--- src/rtl/clk_div_ctrl_pkg.sv ---
// Shared FSM encoding and ratio constants for the clock-divider controller.
package clk_div_ctrl_pkg;

    typedef enum logic [1:0] {
        StIdle  = 2'd0,
        StDrain = 2'd1,
        StLoad  = 2'd2,
        StRun   = 2'd3
    } ctrl_state_e;

    localparam int unsigned RATIO_BYPASS  = 1;
    localparam int unsigned RATIO_INVALID = 0;

endpackage

--- src/rtl/clk_div_ctrl_period_mon.sv ---
// Checks the divided-clock feedback period against the programmed ratio and
// reports lock after enough consecutive matching periods.
module clk_div_ctrl_period_mon
    import clk_div_ctrl_pkg::*;
#(
    parameter int unsigned RATIO_WIDTH  = 8,
    parameter int unsigned LOCK_PERIODS = 2
) (
    input  logic                   i_ref_clk,
    input  logic                   i_rst,
    input  logic                   i_run,
    input  logic [RATIO_WIDTH-1:0] i_ratio,
    input  logic                   i_fb,
    output logic                   o_locked
);

    localparam int unsigned GoodW = $clog2(LOCK_PERIODS + 1);
    localparam logic [RATIO_WIDTH-1:0] Bypass   = RATIO_WIDTH'(RATIO_BYPASS);
    localparam logic [GoodW-1:0]       GoodLock = GoodW'(LOCK_PERIODS);

    logic                   fb_q, armed_q, armed_d, locked_q, locked_d, fb_rise;
    logic [RATIO_WIDTH-1:0] period_q, period_d;
    logic [GoodW-1:0]       good_q, good_d;

    always_comb begin
        fb_rise  = i_fb && !fb_q;
        period_d = period_q;
        good_d   = good_q;
        armed_d  = armed_q;
        if (!i_run || (i_ratio == Bypass)) begin
            period_d = '0;
            good_d   = '0;
            armed_d  = 1'b0;
        end else if (fb_rise) begin
            period_d = RATIO_WIDTH'(1);
            // The first edge only starts timing; there is no prior period to judge.
            if (!armed_q) begin
                armed_d = 1'b1;
            end else if (period_q == i_ratio) begin
                if (good_q != GoodLock) good_d = good_q + 1'b1;
            end else begin
                good_d = '0;
            end
        end else begin
            if (period_q != '1) period_d = period_q + 1'b1;
            if (armed_q && (period_q > i_ratio)) good_d = '0;
        end
        locked_d = i_run && ((i_ratio == Bypass) || (good_d == GoodLock));
    end

    always_ff @(posedge i_ref_clk or negedge i_rst) begin
        if (!i_rst) begin
            fb_q     <= 1'b0;
            armed_q  <= 1'b0;
            period_q <= '0;
            good_q   <= '0;
            locked_q <= 1'b0;
        end else begin
            fb_q     <= i_fb;
            armed_q  <= armed_d;
            period_q <= period_d;
            good_q   <= good_d;
            locked_q <= locked_d;
        end
    end

    assign o_locked = locked_q;

endmodule

--- src/rtl/clk_div_ctrl.sv ---
// Clock-divider controller: ratio handshake, settle-gated ratio updates and
// enable control, with a feedback period monitor for lock detection.
module clk_div_ctrl
    import clk_div_ctrl_pkg::*;
#(
    parameter int unsigned RATIO_WIDTH   = 8,
    parameter int unsigned SETTLE_CYCLES = 4,
    parameter int unsigned LOCK_PERIODS  = 2,
    parameter int unsigned RESET_RATIO   = 8
) (
    input  logic                   i_ref_clk,
    input  logic                   i_rst,
    input  logic                   i_enable,
    input  logic                   i_cfg_valid,
    input  logic [RATIO_WIDTH-1:0] i_cfg_ratio,
    output logic                   o_cfg_ready,
    output logic                   o_cfg_err,
    input  logic                   i_div_clk_fb,
    output logic [RATIO_WIDTH-1:0] o_div_ratio,
    output logic                   o_clk_en,
    output logic                   o_busy,
    output logic                   o_locked
);

    localparam int unsigned SettleW = (SETTLE_CYCLES > 1) ? $clog2(SETTLE_CYCLES) : 1;
    localparam logic [SettleW-1:0]     SettleLast = SettleW'(SETTLE_CYCLES - 1);
    localparam logic [RATIO_WIDTH-1:0] ResetRatio = RATIO_WIDTH'(RESET_RATIO);
    localparam logic [RATIO_WIDTH-1:0] Bypass     = RATIO_WIDTH'(RATIO_BYPASS);
    localparam logic [RATIO_WIDTH-1:0] Invalid    = RATIO_WIDTH'(RATIO_INVALID);

    ctrl_state_e            state_q;
    logic [SettleW-1:0]     settle_q;
    logic [RATIO_WIDTH-1:0] pend_ratio_q, div_ratio_q;
    logic                   clk_en_q, cfg_err_q, busy_q, ready_q;
    logic                   cfg_hit, cfg_accept, cfg_reject, stay_run;

    always_comb begin
        cfg_hit    = i_cfg_valid && ready_q;
        cfg_reject = cfg_hit && (i_cfg_ratio == Invalid);
        cfg_accept = cfg_hit && !cfg_reject;
        // Monitor runs only while RUN persists, so leaving RUN clears it on the same edge.
        stay_run   = (state_q == StRun) && i_enable && !cfg_accept;
    end

    always_ff @(posedge i_ref_clk or negedge i_rst) begin
        if (!i_rst) begin
            state_q      <= StIdle;
            settle_q     <= '0;
            pend_ratio_q <= ResetRatio;
            div_ratio_q  <= ResetRatio;
            clk_en_q     <= 1'b0;
            cfg_err_q    <= 1'b0;
            busy_q       <= 1'b0;
            ready_q      <= 1'b1;
        end else begin
            cfg_err_q <= cfg_reject;
            if (cfg_accept) pend_ratio_q <= i_cfg_ratio;
            unique case (state_q)
                StIdle, StRun: begin
                    if (cfg_accept) begin
                        state_q  <= StDrain;
                        settle_q <= '0;
                        clk_en_q <= 1'b0;
                        busy_q   <= 1'b1;
                        ready_q  <= 1'b0;
                    end else if ((state_q == StIdle) && i_enable) begin
                        state_q  <= StRun;
                        clk_en_q <= (div_ratio_q != Bypass);
                    end else if ((state_q == StRun) && !i_enable) begin
                        state_q  <= StIdle;
                        clk_en_q <= 1'b0;
                    end
                end
                StDrain: begin
                    if (settle_q == SettleLast) state_q <= StLoad;
                    else                        settle_q <= settle_q + 1'b1;
                end
                StLoad: begin
                    div_ratio_q <= pend_ratio_q;
                    busy_q      <= 1'b0;
                    ready_q     <= 1'b1;
                    if (i_enable) begin
                        state_q  <= StRun;
                        clk_en_q <= (pend_ratio_q != Bypass);
                    end else begin
                        state_q  <= StIdle;
                    end
                end
                default: state_q <= StIdle;
            endcase
        end
    end

    clk_div_ctrl_period_mon #(
        .RATIO_WIDTH  (RATIO_WIDTH),
        .LOCK_PERIODS (LOCK_PERIODS)
    ) u_period_mon (
        .i_ref_clk (i_ref_clk),
        .i_rst     (i_rst),
        .i_run     (stay_run),
        .i_ratio   (div_ratio_q),
        .i_fb      (i_div_clk_fb),
        .o_locked  (o_locked)
    );

    assign o_cfg_ready = ready_q;
    assign o_cfg_err   = cfg_err_q;
    assign o_div_ratio = div_ratio_q;
    assign o_clk_en    = clk_en_q;
    assign o_busy      = busy_q;

endmodule
--- config.mk ---
export PLATFORM = sky130hd
export DESIGN_NAME = clk_div_ctrl
export DESIGN_NICKNAME = d
export VERILOG_FILES = /design/src/rtl/clk_div_ctrl_pkg.sv /design/src/rtl/clk_div_ctrl_period_mon.sv /design/src/rtl/clk_div_ctrl.sv
export SDC_FILE = /design/constraint.sdc
export NUM_CORES = 1
export LEC_CHECK = 0
export BUFFER_PORTS_ARGS = -buffer_cell sky130_fd_sc_hd__buf_4
export CAP_MARGIN = 20
export CORE_UTILIZATION = 60
export DETAILED_ROUTE_END_ITERATION = 16
export MAX_ROUTING_LAYER = met4
export PLACE_DENSITY = 0.81
export SYNTH_ARGS = -nofsm -noshare
export SYNTH_HDL_FRONTEND = slang
export SYNTH_SLANG_ARGS = --single-unit
--- constraint.sdc ---
create_clock -name i_ref_clk -period 3 [get_ports i_ref_clk]
set_input_delay 0.15 -clock i_ref_clk [delete_from_list [all_inputs] [get_ports i_ref_clk]]
set_output_delay 0.15 -clock i_ref_clk [all_outputs]
set_load 0.05 [all_outputs]
==> metrics.cfg <==
[status]
status=complete, no violations

[timing]
fmax_mhz=482
slew_headroom_pct=54.1
final.setup.worst_slack_ns=0.926
finalSetupViolations=0
rsz0062_at_grt=no
drv_slew=0
hold_slack_ns=0.0240
hold_violations=0
skew_ns=0.00805
period_share_pct=69.1
finalSetupTns_ns=0
worst_slew_pin_slew_ns=0.688
period_needed_ns=2.07

[finish]
fill_cells=255
fin_cells=298
drive_gt1_share_pct=18.1
syn_to_final_growth_pct=14.8
nNetsFinal=281
final_area_mm2=0.00237
antenna_cells=0
fin_util_pct=75.2

[placed_design]
gp_congestion=0.818
place_ws_ns=0.966
placed_cells=287
portBuffers=25
hpwl_mm=2.96
place_area_mm2=0.00229

[route]
wirelength_mm=4.04
wl_per_cell_um=13.6
firstDrtPassIters=4
drtIter0Drc=73
ant_nets=0
via_count=1681
avgViaCountPerCell=5.64
drc_errors=0

[power_and_ir_drop]
total_power_mw=2.00
p_per_area_mw_per_mm2=841
p_leak_nw=1.10
peakVddDrop_mv=0.665

[floorplanning]
die_area_mm2=0.00368
die_w_um=60.7
initial_core_util_pct=65.6
core_mm2=0.00315
die_h_um=60.7
io_pins=26
num_rows=20

[synth]
yosys-top-cells-area=dfrtp_1 (41%), ha_1 (9.1%), nand2_1 (7.1%), o21ai_0 (4.6%), dfstp_2 (3.8%)
synth_top_area_cell=dfrtp_1
yosysMostFrequentCell=nand2_1
syn_area_per_cell_um2=9.23
yosysWarnings=0
synth_edf_count=0
syn_area_mm2=0.00207
ys.flop_type=dfrtp_1
synthArstFlopShare_pct=100
syn_inst=224
ys_top_cells_by_count=nand2_1 (39), dfrtp_1 (34), nor2_1 (19), o21ai_0 (19)
synth_top_area_share_pct=41.2
ys_types=47
synth_seq_cells=37
syn_nets=252
synth-seq-area-share_pct=45.0

[cts]
cts.clk_slew.worst_paths_ns=0.11
cts_tree=built
cts.path.max_buffers=2
cts_root_buf=clkbuf_4
cts_max_level=2
numCtsBuffers=5
insertion_delay_ns=0.34
cts_sinks=37

[worst_setup_path]
critPathArrivalTime_ns=2.32
worstSetupStartpointType=flip-flop
r2r_start=o_div_ratio[3]
r2r_slack_ns=0.93
path_class=flip-flop to flip-flop
critPathMaxFanout=5
r2r-end=u_period_mon.o_locked
crit_required_ns=3.24
reg2reg_depth=7
worstSetupEndpointType=flip-flop

[global_route]
grt_overflow=0
grt_antenna_before_repair=0
grt_pass1_vias=1527
grt_max_degree=38
grt.total_usage_pct=25.2
grt_pass1_wl_mm=6.65

[min_path]
hp-start=i_cfg_ratio[0]
holdPathEnd=pend_ratio_q[0]
holdPathStages=3
hold_class=input pin to flip-flop

[run]
maxCapViolCount=0

## placed cells by master (no fill, tap or decap), types with 2 or more instances in the layout
master / instances
nor4_4: 2
mux2i_1: 2
nand2_1: 39
nand3_1: 5
nor2b_1: 2
clkinv_2: 2
o21ai_0: 19
nor3b_1: 2
ha_1: 15
dlygate4sd3_1: 3
and2_1: 2
and3_1: 5
nor2_1: 19
mux2_2: 4
xor2_1: 3
buf_4: 25
o31ai_1: 2
a21oi_1: 9
o21a_1: 2
or4_1: 2
a31oi_1: 2
o22ai_1: 2
clkbuf_4: 5
dfstp_2: 3
nand4_1: 4
nor3_1: 2
inv_1: 15
dfrtp_1: 34
## cell families (layout without fill, tap and decap cells)
| family | after synthesis | count (layout) | synth area share [%] |
|---|---|---|---|
| adder cells (fa/ha/maj) | 15 | 15 | 9.08 |
| multiplexers | 6 | 6 | 3.15 |
| flip-flops | 37 | 37 | 45.0 |
| buffers and inverters | 21 | 51 | 3.81 |
| AND/OR/NAND/NOR | 91 | 91 | 22.3 |
| XOR/XNOR | 4 | 4 | 1.70 |
| AO/OA/AOI/OAI | 50 | 50 | 15.0 |
## report_power, final
group	total [mW]	internal (mW)	leakage [nW]	switching [mW]
registers	0.764	0.654	0.474	0.110
logic	0.975	0.354	0.600	0.622
clock network	0.256	0.0883	0.0310	0.168
total	2.00	1.10	1.10	0.899
## area by class of cell
| class | count | area, um^2 | area share (%) |
|---|---|---|---|
| flip-flops and latches | 37 | 930 | 39.2 |
| clock inverters | 3 | 17.5 | 0.738 |
| clock buffers | 5 | 37.5 | 1.58 |
| multi-input cells | 166 | 1060 | 44.6 |
| repair buffers | 28 | 218 | 9.18 |
| inverters | 15 | 56.3 | 2.37 |
| well taps | 44 | 55.1 | 2.32 |
## registers in the layout (all words and copies together) (netlist names), 2 cells and up
signal / count
o_div_ratio: 8
pend_ratio_q: 8
u_period_mon.period_q: 8
settle_q: 2
state_q: 2
u_period_mon.good_q: 2
## metal layers
metal | global-route usage [%] | routed length (um) | up-vias
met2 | 41.9 | 2010 | 43
met4 | 7.79 | 25 | 0
met3 | 5.76 | 163 | 4
met1 | 30.5 | 1840 | 786
li1 | - | - | 848
met5 | - | 0 | -
## timing repair
item	CTS	global route
endpoints found under the hold margin	36	0
gates resized for setup	0	0
buffers inserted	0	0
hold buffers	3	0
## worst max-delay path: stages (launching register included)
cell	delay, ns
dfstp_2	0.55
inv_1	0.05
ha_1	0.31
nand4_1	0.09
or2_2	0.33
o32ai_1	0.28
a21oi_1	0.11
o31ai_1	0.25
## worst max path at each step
stage	startpoint	end	slack, ns	cells after the start
4_1_cts	o_div_ratio[3]	u_period_mon.o_locked	0.95	7
6_report	o_div_ratio[3]	u_period_mon.o_locked	0.93	7
5_1_grt	i_cfg_ratio[3]	state_q[1]	0.85	7
3_3_place_gp	o_div_ratio[3]	u_period_mon.o_locked	1.08	7
3_5_place_dp	o_div_ratio[3]	u_period_mon.o_locked	0.97	7
2_1_floorplan	o_div_ratio[7]	u_period_mon.o_locked	0.90	7
Note: power is estimated with default switching activity, not from simulation.
